==> src/rtl/spi_reg_bridge_pkg.sv <==
// rtl/spi_reg_bridge_pkg.sv - shared types and constants for the SPI register bridge
package spi_bridge_pkg;

  localparam int BYTE_W     = 8;
  localparam int CMD_RW_BIT = 7;

  typedef enum logic [1:0] {
    IDLE  = 2'd0,
    CMD   = 2'd1,
    WRITE = 2'd2,
    READ  = 2'd3
  } state_t;

  function automatic int bytes_per_word(input int data_w);
    return data_w / BYTE_W;
  endfunction

endpackage

==> src/rtl/spi_reg_bridge_if.sv <==
// rtl/spi_reg_bridge_if.sv - register bus between the SPI bridge and the sprite/palette register file
interface spi_reg_bridge_if #(
  parameter int ADDR_W = 7,
  parameter int DATA_W = 8
);

  logic [ADDR_W-1:0] reg_addr;
  logic [DATA_W-1:0] reg_wdata;
  logic              reg_we;
  logic              reg_re;
  logic [DATA_W-1:0] reg_rdata;

  modport master (
    output reg_addr,
    output reg_wdata,
    output reg_we,
    output reg_re,
    input  reg_rdata
  );

  modport slave (
    input  reg_addr,
    input  reg_wdata,
    input  reg_we,
    input  reg_re,
    output reg_rdata
  );

endinterface

==> src/rtl/spi_reg_bridge_sync.sv <==
// rtl/spi_reg_bridge_sync.sv - multi-stage input synchroniser, with optional edge detection
module spi_sync_bit #(
  parameter int   STAGES  = 2,
  parameter logic RST_VAL = 1'b0
) (
  input  logic clk,
  input  logic reset_n,
  input  logic din,
  output logic q
);

  logic [STAGES-1:0] ff;

  always_ff @(posedge clk or negedge reset_n) begin
    if (!reset_n) begin
      ff <= {STAGES{RST_VAL}};
    end else begin
      ff <= {ff[STAGES-2:0], din};
    end
  end

  assign q = ff[STAGES-1];

endmodule

module spi_sync #(
  parameter int   STAGES  = 2,
  parameter logic RST_VAL = 1'b0
) (
  input  logic clk,
  input  logic reset_n,
  input  logic din,
  output logic q,
  output logic rise,
  output logic fall
);

  logic prev;

  spi_sync_bit #(
    .STAGES  (STAGES),
    .RST_VAL (RST_VAL)
  ) u_bit (
    .clk     (clk),
    .reset_n (reset_n),
    .din     (din),
    .q       (q)
  );

  always_ff @(posedge clk or negedge reset_n) begin
    if (!reset_n) begin
      prev <= RST_VAL;
    end else begin
      prev <= q;
    end
  end

  assign rise = q & ~prev;
  assign fall = ~q & prev;

endmodule

==> src/rtl/spi_reg_bridge.sv <==
// rtl/spi_reg_bridge.sv - SPI mode-0 slave to register bus bridge with burst write and prefetching read
module spi_reg_bridge
  import spi_bridge_pkg::*;
#(
  parameter int ADDR_W      = 7,
  parameter int DATA_W      = 8,
  parameter int SYNC_STAGES = 2
) (
  input  logic             clk,
  input  logic             reset_n,
  input  logic             spi_sclk,
  input  logic             spi_mosi,
  input  logic             spi_cs,
  output logic             spi_miso,
  output logic             busy,
  spi_reg_bridge_if.master reg_bus
);

  localparam int BYTES = bytes_per_word(DATA_W);
  localparam int BC_W  = (BYTES > 1) ? $clog2(BYTES) : 1;
  localparam logic [BC_W-1:0] LAST_BYTE = BC_W'(BYTES - 1);

  logic cs_q, cs_rise, cs_fall;
  logic sclk_q, sclk_rise, sclk_fall;
  logic mosi_q;

  state_t state, state_nx;

  logic [2:0]        bit_cnt;
  logic [BC_W-1:0]   byte_cnt;
  logic [DATA_W-1:0] rx_sh;
  logic [DATA_W-1:0] tx_sh;
  logic [ADDR_W-1:0] addr;
  logic              we_r;
  logic              re_r;
  logic              load_r;
  logic              miso_r;

  logic       byte_end;
  logic       word_end;
  logic       cmd_done;
  logic       cmd_read;
  logic [7:0] cmd_byte;

  spi_sync #(.STAGES(SYNC_STAGES), .RST_VAL(1'b1)) u_cs_sync (
    .clk     (clk),
    .reset_n (reset_n),
    .din     (spi_cs),
    .q       (cs_q),
    .rise    (cs_rise),
    .fall    (cs_fall)
  );

  spi_sync #(.STAGES(SYNC_STAGES), .RST_VAL(1'b0)) u_sclk_sync (
    .clk     (clk),
    .reset_n (reset_n),
    .din     (spi_sclk),
    .q       (sclk_q),
    .rise    (sclk_rise),
    .fall    (sclk_fall)
  );

  spi_sync_bit #(.STAGES(SYNC_STAGES), .RST_VAL(1'b0)) u_mosi_sync (
    .clk     (clk),
    .reset_n (reset_n),
    .din     (spi_mosi),
    .q       (mosi_q)
  );

  always_ff @(posedge clk or negedge reset_n) begin
    if (!reset_n) begin
      state <= IDLE;
    end else begin
      state <= state_nx;
    end
  end

  // A frame only opens with sclk at its idle-low level, so a mode mismatch cannot start mid-clock.
  always_comb begin
    state_nx = state;
    if (cs_q) begin
      state_nx = IDLE;
    end else begin
      case (state)
        IDLE:    if (!sclk_q) state_nx = CMD;
        CMD:     if (cmd_done) state_nx = cmd_read ? READ : WRITE;
        default: state_nx = state;
      endcase
    end
  end

  always_comb begin
    byte_end = sclk_rise && (bit_cnt == 3'd7);
    word_end = byte_end && (byte_cnt == LAST_BYTE);
    cmd_done = (state == CMD) && byte_end;
    cmd_byte = {rx_sh[6:0], mosi_q};
    cmd_read = rx_sh[CMD_RW_BIT-1];
    spi_miso = (state == READ) && miso_r;
    busy     = ~cs_q;
  end

  always_ff @(posedge clk or negedge reset_n) begin
    if (!reset_n) begin
      bit_cnt  <= '0;
      byte_cnt <= '0;
      rx_sh    <= '0;
      tx_sh    <= '0;
      addr     <= '0;
      we_r     <= 1'b0;
      re_r     <= 1'b0;
      load_r   <= 1'b0;
      miso_r   <= 1'b0;
    end else begin
      we_r   <= 1'b0;
      re_r   <= 1'b0;
      load_r <= re_r;
      if (cs_rise || cs_fall || state == IDLE) begin
        bit_cnt  <= '0;
        byte_cnt <= '0;
        tx_sh    <= '0;
        miso_r   <= 1'b0;
        load_r   <= 1'b0;
      end else begin
        if (sclk_rise) begin
          bit_cnt <= bit_cnt + 3'd1;
          if (state != READ) rx_sh <= {rx_sh[DATA_W-2:0], mosi_q};
          if (byte_end && state != CMD) byte_cnt <= word_end ? '0 : byte_cnt + 1'b1;
        end
        if (cmd_done) begin
          addr <= cmd_byte[ADDR_W-1:0];
          re_r <= cmd_read;
        end
        if (state == WRITE && word_end) we_r <= 1'b1;
        // Prefetch the next word as soon as the current one is fully clocked in.
        if (state == READ && word_end) re_r <= 1'b1;
        if (we_r) addr <= addr + 1'b1;
        if (load_r) begin
          tx_sh <= reg_bus.reg_rdata;
          addr  <= addr + 1'b1;
        end else if (state == READ && sclk_fall) begin
          miso_r <= tx_sh[DATA_W-1];
          tx_sh  <= {tx_sh[DATA_W-2:0], 1'b0};
        end
      end
    end
  end

  assign reg_bus.reg_addr  = addr;
  assign reg_bus.reg_wdata = rx_sh;
  assign reg_bus.reg_we    = we_r;
  assign reg_bus.reg_re    = re_r;

endmodule

==> src/flat_wrapper.sv <==
// flat-port wrapper written by rule: the top's interface ports become plain ports
module spi_reg_bridge_flat import spi_bridge_pkg::*;
#(
  parameter int ADDR_W      = 7,
  parameter int DATA_W      = 8,
  parameter int SYNC_STAGES = 2
)
  (clk, reset_n, spi_sclk, spi_mosi, spi_cs, spi_miso, busy, reg_bus_reg_addr, reg_bus_reg_wdata, reg_bus_reg_we, reg_bus_reg_re, reg_bus_reg_rdata);
  spi_reg_bridge_if #(.ADDR_W(ADDR_W), .DATA_W(DATA_W)) reg_bus_i ();
  input  logic clk;
  input  logic reset_n;
  input  logic spi_sclk;
  input  logic spi_mosi;
  input  logic spi_cs;
  output logic spi_miso;
  output logic busy;
  output wire logic [$bits(reg_bus_i.reg_addr)-1:0] reg_bus_reg_addr;
  output wire logic [$bits(reg_bus_i.reg_wdata)-1:0] reg_bus_reg_wdata;
  output wire logic [$bits(reg_bus_i.reg_we)-1:0] reg_bus_reg_we;
  output wire logic [$bits(reg_bus_i.reg_re)-1:0] reg_bus_reg_re;
  input wire logic [$bits(reg_bus_i.reg_rdata)-1:0] reg_bus_reg_rdata;
  assign reg_bus_reg_addr = reg_bus_i.reg_addr;
  assign reg_bus_reg_wdata = reg_bus_i.reg_wdata;
  assign reg_bus_reg_we = reg_bus_i.reg_we;
  assign reg_bus_reg_re = reg_bus_i.reg_re;
  assign reg_bus_i.reg_rdata = reg_bus_reg_rdata;
  spi_reg_bridge #(.ADDR_W(ADDR_W), .DATA_W(DATA_W), .SYNC_STAGES(SYNC_STAGES)) u_core (.clk(clk), .reset_n(reset_n), .spi_sclk(spi_sclk), .spi_mosi(spi_mosi), .spi_cs(spi_cs), .spi_miso(spi_miso), .busy(busy), .reg_bus(reg_bus_i));
endmodule
==> config.mk <==
export PLATFORM = sky130hd
export DESIGN_NAME = spi_reg_bridge_flat
export DESIGN_NICKNAME = d
export VERILOG_FILES = /design/src/rtl/spi_reg_bridge_pkg.sv /design/src/rtl/spi_reg_bridge_if.sv /design/src/rtl/spi_reg_bridge_sync.sv /design/src/rtl/spi_reg_bridge.sv /design/src/flat_wrapper.sv
export SDC_FILE = /design/constraint.sdc
export NUM_CORES = 1
export LEC_CHECK = 0
export ABC_AREA = 0
export BUFFER_PORTS_ARGS = -buffer_cell sky130_fd_sc_hd__buf_2
export CORE_ASPECT_RATIO = 1.4
export CORE_MARGIN = 5
export CORE_UTILIZATION = 40
export CTS_BUF_LIST = sky130_fd_sc_hd__clkbuf_4
export CTS_CLUSTER_DIAMETER = 60
export DETAILED_ROUTE_END_ITERATION = 7
export PLACE_DENSITY_LB_ADDON = 0.25
export SYNTH_ARGS = -nofsm -noshare
export SYNTH_HDL_FRONTEND = slang
export SYNTH_SLANG_ARGS = --single-unit
==> constraint.sdc <==
create_clock -name clk -period 1.7 [get_ports clk]
set_input_delay 0.085 -clock clk [delete_from_list [all_inputs] [get_ports clk]]
set_output_delay 0.085 -clock clk [all_outputs]
set_load 0.01 [all_outputs]
==> results.yml, run 1 <==
sta:
  worst_pin_slew_ps: 480
  max_freq_ghz: 0.610
  finalSetupViolations: 0
  period_needed_ps: 1640
  skew_ps: 10.6
  whs_ps: 15.5
  fin_ws_ps: 62.0
  slew_viol_final: 0
  hold_viol_final: 0
  setup_tns_ps: 0
  rsz0062_at_grt: "yes"
  final.period_utilization_pct: 96.4
  relSlewSlack_pct: 68.0
layout:
  stdcell_area_um2: 2380
  layout-drive-gt1-share_pct: 34.7
  nFillCells: 420
  final_cells: 281
  nets: 234
  fin_util_pct: 53.0
  antenna_cells: 0
  area_growth_pct: 29.9
synthesis:
  synth.top_cell.area_share_pct: 51.8
  synth-main-ff-cell: "dfrtp_1"
  synth_edf_count: 0
  ys_top_cells_by_count: "dfrtp_1 (38), nor2_1 (16), mux2_2 (15), a21oi_1 (14), nand2_1 (12)"
  ys_ff_latch: 41
  synthCells: 161
  ys_top_cells_by_area: "dfrtp_1 (52%), mux2_2 (9.2%), dfstp_2 (4.3%)"
  yosys.cell_types.count: 38
  syn_nets: 177
  yosysTopAreaCell: "dfrtp_1"
  synth_warnings: 0
  yosysMostFrequentCell: "dfrtp_1"
  synth_area_per_cell_um2: 11.4
  synthArstFlopShare_pct: 100
  syn_area_um2: 1830
  ys_seq_area_share_pct: 56.1
critical_path:
  path_class: "flop to flop"
  worst_ep_required_time_ps: 1940
  critical_path.top_delay_family: "flip-flops"
  crit_path_max_incr_delay_ps: 590
  arrival_ps: 1880
  rrSetupSlack_ps: 60
  worst_setup_path_start_kind: "flop"
  crit_fanout: 8
  crit_chain: "xnor2_4 -> o21ai_2 -> a211oi_4 -> buf_12 -> mux2_2"
  cp-end-kind: "flop"
  slowest_stage: "dfstp_2"
  crit_buf_inv: 1
worst_hold_path:
  hold_path.class: "input port to flop"
power_and_ir_drop:
  power.density_nw_per_um2: 799
  leakage_nw: 1.13
  ir_drop_v: 0.000658
  power.total_mw: 1.90
drt:
  drtIter0Drc: 89
  vias_per_cell: 5.07
  vias: 1426
  avgRoutedWirePerCell_um: 13.7
  remaining_drc_errors: 0
  dr.pass1.iters: 6
  final_antenna_net_count: 0
  wirelength_mm: 3.86
clocking:
  clk_latency_ps: 340
  cts-htree-levels: 2
  cts_buffer_depth: 2
  cts.sinks: 41
  cts_tree: "built"
  root_buffer: "clkbuf_4"
  clk_pin_slew_ps: 120
  numCtsBuffers: 5
floorplanning:
  io_pins: 32
  die_height_um: 90.1
  dieWidth_um: 67.2
  start_util_pct: 40.8
  core-area_um2: 4500
  fp.dieArea_um2: 6060
  rows: 29
global_routing:
  grt_pass1_vias: 1472
  grt_max_degree: 23
  grt_overflow: 0
  antenna_found_initial: 0
  grt_pass1_wl_mm: 6.58
  grt_use_total_pct: 14.2
placement:
  port_buffers: 31
  post-place-ws_ps: -46.1
  gp_congestion: 0.787
  place_area_um2: 2140
  dp.cells: 259
  hpwl_mm: 2.82
flow_run:
  maxCapViolations: 0
outcome:
  status: "completed"
logic make-up after synthesis:
group | synth area share [%]
and+or+nand+nor | 13.4
DFF | 56.1
muxes | 13.0
buffers and inverters | 2.11
AOI/OAI and AO/OA | 11.9
xor gates and xnor gates | 1.36
adders and majority gates | 2.05
final timing paths:
check	startpoint	endpoint	depth (start not counted)
worst max-delay path	u_core.u_cs_sync.u_bit.ff[1]$_DFF_PN1_	u_core.reg_bus.reg_wdata[3]$_DFFE_PN0P_	5
worst min-delay path	reg_bus_reg_rdata[1]	u_core.tx_sh[1]$_DFFE_PN0P_	3
worst max register to register	u_core.u_cs_sync.u_bit.ff[1]$_DFF_PN1_	u_core.reg_bus.reg_wdata[3]$_DFFE_PN0P_	5
worst min register to register	u_core.u_mosi_sync.ff[0]$_DFF_PN0_	u_core.u_mosi_sync.ff[1]$_DFF_PN0_	0
max in group asynchronous	reset_n	u_core.u_cs_sync.u_bit.ff[0]$_DFF_PN1_	3
min in group asynchronous	reset_n	u_core.reg_bus.reg_addr[1]$_DFFE_PN0P_	2
sequential cells by signal, indices dropped and copies added, names as in the netlist:
register,cells
u_core.load_r,1
u_core.reg_bus.reg_wdata,8
u_core.state,2
u_core.u_mosi_sync.ff,2
u_core.bit_cnt,3
u_core.u_cs_sync.prev,1
u_core.u_sclk_sync.u_bit.ff,2
u_core.miso_r,1
u_core.tx_sh,8
u_core.u_sclk_sync.prev,1
u_core.reg_bus.reg_re,1
u_core.byte_cnt,1
u_core.u_cs_sync.u_bit.ff,2
u_core.reg_bus.reg_we,1
u_core.reg_bus.reg_addr,7
cell type report:
| cell class | instances | area, um2 | area share [%] |
|---|---|---|---|
| Sequential cell | 41 | 1030 | 43.3 |
| Multi-Input combinational cell | 111 | 793 | 33.3 |
| Timing Repair Buffer | 55 | 388 | 16.3 |
| Tap cell | 62 | 77.6 | 3.25 |
| Clock buffer | 6 | 45.0 | 1.89 |
| Clock inverter | 2 | 33.8 | 1.42 |
| Inverter | 4 | 15.0 | 0.630 |
report_power, final:
group          leakage (nW)  total (mW)  internal, mW  switching [mW]
registers             0.544        1.07          1.02          0.0476
clock network        0.0433       0.621         0.322           0.299
logic                 0.540       0.213         0.115          0.0985
total                  1.13        1.90          1.46           0.445
placed cells by master (no fill, tap or decap), drive strengths merged:
| cell type | instances |
|---|---|
| mux2i | 7 |
| a22o | 1 |
| and2 | 2 |
| nor2b | 1 |
| nor4b | 1 |
| o21ai | 6 |
| o31ai | 1 |
| buf | 44 |
| clkinv | 1 |
| clkbuf | 6 |
| a21oi | 14 |
| a22oi | 1 |
| nand3b | 1 |
| o2bb2ai | 1 |
| and3 | 2 |
| nand3 | 6 |
| a211oi | 1 |
| o21a | 1 |
| nor2 | 16 |
| nand2 | 12 |
| o211ai | 1 |
| dfrtp | 38 |
| dfstp | 3 |
| inv | 4 |
| nor3 | 4 |
| o311a | 1 |
| nand4b | 2 |
| or2 | 1 |
| a31oi | 4 |
| xnor2 | 2 |
| dlygate4sd3 | 11 |
| bufinv | 1 |
| mux2 | 15 |
| nand2b | 2 |
| ha | 3 |
| o22ai | 2 |
timing repair:
action / 4_1_cts / 5_1_grt
hold endpoints to repair: 27 / 0
gates resized for setup: 1 / 7
pin swaps: 0 / 2
endpoints found under the setup margin: 2 / 15
buffers inserted: 0 / 3
hold buffers: 11 / 0
tightest hold or removal path: stages:
cell,delay (ps)
buf_2,80
mux2i_1,60
nor2_1,90
per-layer routing:
metal,share of wire [%],track usage [%],up-vias
met2,52,24.4,37
li1,-,-,684
met1,41,15.6,700
met5,0,0,-
met4,1.5,5.58,0
met3,5.1,4.61,5
(Power assumes the default switching activity.)
==> run 2, diff against run 1 <==
--- a/config.mk
+++ b/config.mk
@@ -10,7 +10,6 @@
 export CORE_ASPECT_RATIO = 1.4
 export CORE_MARGIN = 5
 export CORE_UTILIZATION = 40
-export CTS_BUF_LIST = sky130_fd_sc_hd__clkbuf_4
 export CTS_CLUSTER_DIAMETER = 60
 export DETAILED_ROUTE_END_ITERATION = 7
 export PLACE_DENSITY_LB_ADDON = 0.25
==> results.yml, run 2 (synthesized netlist as in run 1, its figures left out) <==
outcome:
  status: "completed"
layout:
  layout-drive-gt1-share_pct: 35.7
  area_growth_pct: 26.3
  antenna_cells: 0
  layout_commonest_cell: "dfrtp_1"
  nets: 225
  layout.cells.most_common_list: "dfrtp_1 (37), buf_2 (31), nor2_1 (16)"
drt:
  avgRoutedWirePerCell_um: 13.8
  vias_per_cell: 5.12
  drtIter0Drc: 79
  dr.pass1.iters: 4
  remaining_drc_errors: 0
  final_antenna_net_count: 0
  wirelength_mm: 3.74
  vias: 1392
critical_path:
  crit_path_max_incr_delay_ps: 550
  rrSetupSlack_ps: 80
  r2r_start: "u_core.u_cs_sync.u_bit.ff[1]$_DFF_PN1_"
  arrival_ps: 1800
  worst_ep_required_time_ps: 1880
  r2r_end: "u_core.reg_bus.reg_wdata[3]$_DFFE_PN0P_"
  crit_buf_inv: 1
  slowest_stage: "dfstp_2"
  critical_path.top_delay_family: "flip-flops"
  cp-end-kind: "flop"
  reg2reg_depth: 5
  worst_setup_path_start_kind: "flop"
  path_class: "flop to flop"
  crit_chain: "xnor2_2 -> o21ai_2 -> a211oi_4 -> buf_12 -> mux2_2"
  crit_fanout: 8
global_routing:
  grt_overflow: 0
  grt_use_total_pct: 14.0
  grt_pass1_wl_mm: 6.56
  grt_pass1_vias: 1473
  antenna_found_initial: 0
  grt_max_degree: 23
sta:
  period_needed_ps: 1620
  worst_pin_slew_ps: 486
  slew_viol_final: 0
  skew_ps: 8.01
  hold_viol_final: 0
  rsz0062_at_grt: "yes"
  max_freq_ghz: 0.617
  fin_ws_ps: 78.7
  relSlewSlack_pct: 67.6
  finalSetupViolations: 0
  final.period_utilization_pct: 95.4
flow_run:
  maxCapViolations: 0
floorplanning:
  start_util_pct: 40.8
  dieWidth_um: 67.2
  core-area_um2: 4500
  fp.dieArea_um2: 6060
  rows: 29
  io_pins: 32
  die_height_um: 90.1
clocking:
  cts_tree: "built"
  cts-htree-levels: 2
  clk_pin_slew_ps: 70
  root_buffer: "clkbuf_8"
  cts.sinks: 41
  cts_buffer_depth: 2
  clk_latency_ps: 290
  numCtsBuffers: 5
power_and_ir_drop:
  power.total_mw: 2.05
  ir_drop_v: 0.000635
  leakage_nw: 1.10
  power.density_nw_per_um2: 885
placement:
  hpwl_mm: 2.82
  post-place-ws_ps: -46.1
  gp_congestion: 0.787
  port_buffers: 31
worst_hold_path:
  min_to: "u_core.tx_sh[7]$_DFFE_PN0P_"
  hold_depth: 3
  hold_path.class: "input port to flop"
  min_from: "reg_bus_reg_rdata[7]"
==> run 2: cell types whose count changed in the layout (fill, tap and decap cells not counted) <==
| cell | change |
|---|---|
| clkbuf_1 | +1 |
| dlygate4sd3_1 | -7 |
| mux2_4 | -3 |
| clkinv_1 | -1 |
| clkbuf_4 | -6 |
| ha_1 | -1 |
| xnor2_4 | -1 |
| mux2_2 | +3 |
| clkbuf_8 | +6 |
| xnor2_2 | +1 |
| ha_2 | +1 |
| buf_4 | -2 |
==> run 2: worst reg2reg max path: stages (launching register included) <==
cell	delay [ps]
dfstp_2	550
xnor2_2	140
o21ai_2	120
a211oi_4	210
buf_12	160
mux2_2	330
==> run 2: per-stage QoR <==
stage	instances	utilization (%)	setup TNS, ps	hold slack [ps]	instance area, um2
3_3_place_gp	259	47.6	0	71.8	2140
5_1_grt	272	51.5	-2.56	47.2	2320
2_1_floorplan	161	-	0	-211	1830
3_5_place_dp	259	47.6	-78.6	72.1	2140
4_1_cts	271	51.2	0	36.5	2300
6_report	272	51.5	0	45.2	2320
==> run 2: how the worst max path moves through the flow <==
stage,from,to,slack (ps),cells past startpoint
2_1_floorplan,u_core.u_cs_sync.u_bit.ff[1]$_DFF_PN1_,u_core.reg_bus.reg_wdata[0]$_DFFE_PN0P_,50,4
3_3_place_gp,u_core.bit_cnt[0]$_DFFE_PN0P_,u_core.reg_bus.reg_addr[5]$_DFFE_PN0P_,80,6
3_5_place_dp,u_core.bit_cnt[0]$_DFFE_PN0P_,u_core.reg_bus.reg_addr[5]$_DFFE_PN0P_,-50,6
4_1_cts,u_core.bit_cnt[0]$_DFFE_PN0P_,u_core.reg_bus.reg_addr[1]$_DFFE_PN0P_,40,6
5_1_grt,u_core.u_cs_sync.u_bit.ff[1]$_DFF_PN1_,u_core.reg_bus.reg_wdata[7]$_DFFE_PN0P_,-3,5
6_report,u_core.u_cs_sync.u_bit.ff[1]$_DFF_PN1_,u_core.reg_bus.reg_wdata[3]$_DFFE_PN0P_,80,5
==> run 2: per-layer routing <==
metal | vias to the layer above | part of all wire, % | global-route usage (%)
met2 | 38 | 53 | 23.9
met5 | - | 0 | 0
met3 | 5 | 4.9 | 4.49
met1 | 682 | 41 | 15.7
met4 | 0 | 1.2 | 5.41
li1 | 667 | - | -
==> run 2: report_power, final <==
group	leakage (nW)	total, mW	switching [mW]	internal, mW
logic	0.494	0.192	0.0951	0.0966
registers	0.544	1.07	0.0454	1.02
clock network	0.0585	0.789	0.311	0.478
total	1.10	2.05	0.451	1.60
==> run 2: timing repair <==
action,4_1_cts,5_1_grt
hold buffers,4,0
setup buffers,0,1
setup endpoints to repair,2,9
endpoints found under the hold margin,20,0
pin swaps,0,2
gates resized for setup,1,4
==> run 2: layout make-up <==
cell class                 count  area, um2
fill                         427       2180
sequential                    41       1030
multi-input combinational    111        773
timing repair buffer          46        303
clock buffer                   7       86.3
tap                           62       77.6
clock inverter                 1       30.0
inverter                       4       15.0
